--- src/rtl/pipe_stage_reg.sv ---
// Cascaded pipeline register: DEPTH stages of {valid, payload}. Optional event counters with PIPE_STAGE_REG_STATS_EN.
// Latency: exactly DEPTH advancing edges from in_* to out_*; outputs come straight from the last stage's flops.
// Backpressure: stall freezes every stage and drops in_*; flush zeroes every stage and wins over stall.
module pipe_stage_reg #(
    parameter int DATA_W = 108,
    parameter int DEPTH  = 1
) (
    input  logic              clk,
    input  logic              rst,
    input  logic              in_valid,
    input  logic [DATA_W-1:0] in_data,
    input  logic              stall,
    input  logic              flush,
`ifdef PIPE_STAGE_REG_STATS_EN
    output logic [15:0]       stall_cnt,
    output logic [15:0]       flush_cnt,
`endif
    output logic              out_valid,
    output logic [DATA_W-1:0] out_data
);

    if (DEPTH < 1 || DEPTH > 8) begin : g_bad_depth
        $error("pipe_stage_reg: DEPTH must lie in 1..8");
    end

    logic [DEPTH-1:0]  stg_vld;
    logic [DATA_W-1:0] stg_dat [DEPTH];

    // Bubbles carry an all-zero payload so downstream enables decode as inactive.
    always_ff @(posedge clk) begin
        if (rst || flush) begin
            stg_vld <= '0;
            for (int k = 0; k < DEPTH; k++) begin
                stg_dat[k] <= '0;
            end
        end else if (!stall) begin
            stg_vld[0] <= in_valid;
            stg_dat[0] <= in_valid ? in_data : '0;
            for (int k = 1; k < DEPTH; k++) begin
                stg_vld[k] <= stg_vld[k-1];
                stg_dat[k] <= stg_dat[k-1];
            end
        end
    end

    assign out_valid = stg_vld[DEPTH-1];
    assign out_data  = stg_dat[DEPTH-1];

`ifdef PIPE_STAGE_REG_STATS_EN
    // Saturating counters; a stall hidden under a flush is not counted as a stall.
    always_ff @(posedge clk) begin
        if (rst) begin
            stall_cnt <= '0;
            flush_cnt <= '0;
        end else begin
            if (flush && flush_cnt != 16'hFFFF) begin
                flush_cnt <= flush_cnt + 16'd1;
            end
            if (stall && !flush && stall_cnt != 16'hFFFF) begin
                stall_cnt <= stall_cnt + 16'd1;
            end
        end
    end
`endif

endmodule

--- config.mk ---
export PLATFORM = sky130hd
export DESIGN_NAME = pipe_stage_reg
export DESIGN_NICKNAME = d
export VERILOG_FILES = /design/src/rtl/pipe_stage_reg.sv
export SDC_FILE = /design/constraint.sdc
export NUM_CORES = 1
export LEC_CHECK = 0
export CORE_ASPECT_RATIO = 0.5
export CORE_UTILIZATION = 36
export CTS_BUF_LIST = sky130_fd_sc_hd__clkbuf_2 sky130_fd_sc_hd__clkbuf_4 sky130_fd_sc_hd__clkbuf_8
export DETAILED_ROUTE_END_ITERATION = 12
export PLACE_DENSITY = 0.87
export SYNTH_ARGS = -nofsm -noshare
export SYNTH_HDL_FRONTEND = slang
export SYNTH_SLANG_ARGS = --single-unit
--- constraint.sdc ---
create_clock -name clk -period 3.4 [get_ports clk]
set_input_delay 0.51 -clock clk [delete_from_list [all_inputs] [get_ports clk]]
set_output_delay 0.51 -clock clk [all_outputs]
set_load 0.02 [all_outputs]
# Word level (Yosys, flattened, before mapping)
# Memories as Yosys holds them, arrays and structs flattened.
# Cells that the tools add are included.
# Widths: inputs -> output; s select.
# op_classes
muxes	8
reduce_logical	2
# ops
cell	count
$mux 108	2
$reduce_or 108->1	1
$mux 1	6
$logic_or 1x1->1	1
# totals
ff_bits	1
ram_bits	108
inputBits	113
word_cells	12
n_memories	1
# mem_list
memory	depth	word_bits	read_ports	rd_ports_with_merged_regs	wr	line	source
stg_dat	1	108	1	0	1	27	logic [DATA_W-1:0] stg_dat [DEPTH];

# Depth between registers and ports, before layout
# logic_depth
depth_word	5
ltp_mapped	4
depth_no_buf	2

# Worst setup path before layout
# OpenSTA, ideal clock, no wires.
# synth_timing
path_kind	in2reg
start	input flush
end	memory stg_dat[0][0], enable pin
setup_time_ns	0.984
t_arrival_ns	2.357
required_ns	2.416
setup_slack_ns	0.059
stages	2
n_path_buf	0
path_cell_list	nor2_1 nand2_1
# synth_between
elab_chain_cells	5
word_cells_on_any_way	7
classes_between	5 x mux; 2 x reduce/logical
# synth_rtl
element	line	source
from (decl)	13	input logic flush,
$logic_or 1x1->1 (*)	31	if (rst || flush) begin
$mux 1	31	
$mux 1	38	stg_dat[0] <= in_valid ? in_data : '0;
$reduce_or 108->1 (no line)	-	
$mux 1 (no line) (*)	-	
to (decl)	27	
# Mark *: on every way between the ends. The rest lies on a longest branch, timed or not.

# Worst setup path after layout
# layout_timing
start	input stall
end	memory stg_dat[0][42], data pin
# layout_between
elab_chain_cells	5
# layout_rtl
element	line	source
from (decl)	12	input logic stall,
$mux 1	36	end else if (!stall) begin
$mux 1	31	
$mux 1	38	
$reduce_or 108->1 (no line)	-	
$mux 108 (no line)	-	
# No other way between the ends.

==> metrics.txt <==
status=finished, violations left; violated checks=design-rule violations; cell area power density=411 nW/µm²; I/O pin total=222; flop-to-flop setup slack=2.70 ns; worst path required time=3.63 ns; Relative slew margins=62.6%; GR Overflow Total=0; Post-Syn Instances=233; Post-synth ARST share=0%; post-DR vias/cell=4.40; Die ar.=11,700 µm²; routed len/inst=17.5 µm; number of synthesized register bits=109; H-tree depth=3; Mapped Avg Cell Area=17.4 µm²; Die H=77.0 µm; Setup Buffers After CTS=0; CTS Buf Count=9; NumNets Final=571; Clock Path Buffers=2; layout cell share with drive strength beyond 1=4.10%; Clock Sinks=109; num rows=26; synth top area cells=edfxtp_1, and2_1, buf_6; clk_lat worst skew=0.36 ns; final setup violation count=0; Synth top cells by count=and2_1, edfxtp_1, clkbuf_1; Core Area=10,600 µm²; CTS tree=done; Most used DFF post-synth=edfxtp_1; remaining antenna violation count after routing=0; clock slew at reported path FFs=0.09 ns; vias in the first global route=2,747; CP Class=primary input to register; Synth cell types=10; Period Utilization, post-route=57.6%; Antenna diodes=0; Max Slew Vio Count=0; share of the synthesized area in the top cell type=80.1%; DRC viols=6; crit path from=stall; Final Instance Area=6600 µm²; largest net degree at the start of global routing=79; area growth from synthesis to layout=63.1%; final core occ=62.4%; GRT Total Usage=18.4%; Layout Skew=0 ns; cts hold-fix bufs=0; initial antenna violation count=0; RSZ-0062 raised after global routing=false; CTS Root Buffer Type=clkbuf_8; Post-synth EDFFs=108; maximum vdd drop=0.196 mV; CTS resizes=0; Final HPWL DP=8.03 mm; Pre-antenna DRT Iters=8; max_cap viols=0; Pwr Total=2.72 mW; placed cell areas=6420 µm²; R2R depth=2; CP arrival=2.18 ns; Cell Count, Final, Fillers Out=603; Initial DRC Count=159; synthesized area=4050 µm²; Worst R2R Start=out_valid; port buffer count=221; min-delay worst type=register to register; Syn Nets=346; RD Place Congestion=0.788; Leak Pwr=2.54 nW; fmax=511 MHz; Min Clock Period, post-route=1.96 ns; first-pass GRT wire length=15.8 mm; Worst Setup EP=stg_dat[0][42]; Crit. End Element=register; Starting Density=38.3%; cell taking the most area after synthesis=edfxtp_1; Setup crit start kind=primary input; via count=2,653; YS warnings=0; CP max FO=78; Seq/Total Area, Yosys=80.6%; Horiz. Die Dim=152 µm; total negative slack=0 ns; worst reg2reg path endpoint=out_valid; Slew @ Worst Pin=0.561 ns; Placed Cells incl. Taps=587; final hold vios=0; final WL=10.6 mm
## cell usage in the layout, fill, tap and decap left out, drive strengths merged
master         instances
clkdlybuf4s50        221
clkinv                 6
and2                 108
clkbuf                 9
edfxtp               108
mux2i                  1
buf                    4
dfxtp                  1
nor2                   1
bufinv                 1
nor3                   1
nor4b                  1
nand2                  1
## layer usage
layer  wire, µm  track usage [%]  up-vias
li1           -                -     1256
met1       3610             18.1     1308
met2       6340             37.0       68
met3        345             4.86       21
met4        272             7.45        0
met5          0                0        -
## area by class of cell
cell class | count | area (µm²)
clock inverter | 7 | 56.3
timing repair buffer | 225 | 2250
fill | 785 | 3970
sequential | 109 | 3260
tap | 140 | 175
multi-input combinational | 113 | 729
clock buffer | 9 | 124
## sequential cells by signal, summed over array words and instances (netlist names)
register	flops
stg_dat	108
out_valid	1
## critical path: stages
cell and delay, ns:
clkdlybuf4s50_1 0.54, nor4b_4 0.35, buf_4 0.52, and2_1 0.23
## through the flow
stage	worst slack (ns)	hold slack [ns]
floorplan	0.0589	0.587
global placement	1.07	0.562
detailed placement	1.04	0.582
CTS	1.44	0.599
global route	1.37	0.671
finish	1.44	0.597
## worst min-delay path by stage
stage	slack (ns)	depth (start not counted)	from	end
2_1_floorplan	0.59	1	rst	out_valid
3_3_place_gp	0.56	2	out_valid	out_valid
3_5_place_dp	0.58	2	out_valid	out_valid
4_1_cts	0.60	2	out_valid	out_valid
5_1_grt	0.67	2	out_valid	out_valid
6_report	0.60	2	out_valid	out_valid
## logic make-up after synthesis
logic type | after synthesis | share of synthesized area, %
buffers and inverters | 11 | 1.58
muxes | 1 | 0.247
DFF | 109 | 80.6
and+or+nand+nor | 112 | 17.6
## power breakdown
group / leakage [nW] / internal [mW] / switching [mW] / total [mW]
clock: 0.0953 / 0.330 / 0.414 / 0.744
combinational: 1.19 / 0.238 / 0.174 / 0.411
sequential: 1.26 / 1.54 / 0.0194 / 1.56
Note: power is estimated with default switching activity, not from simulation.
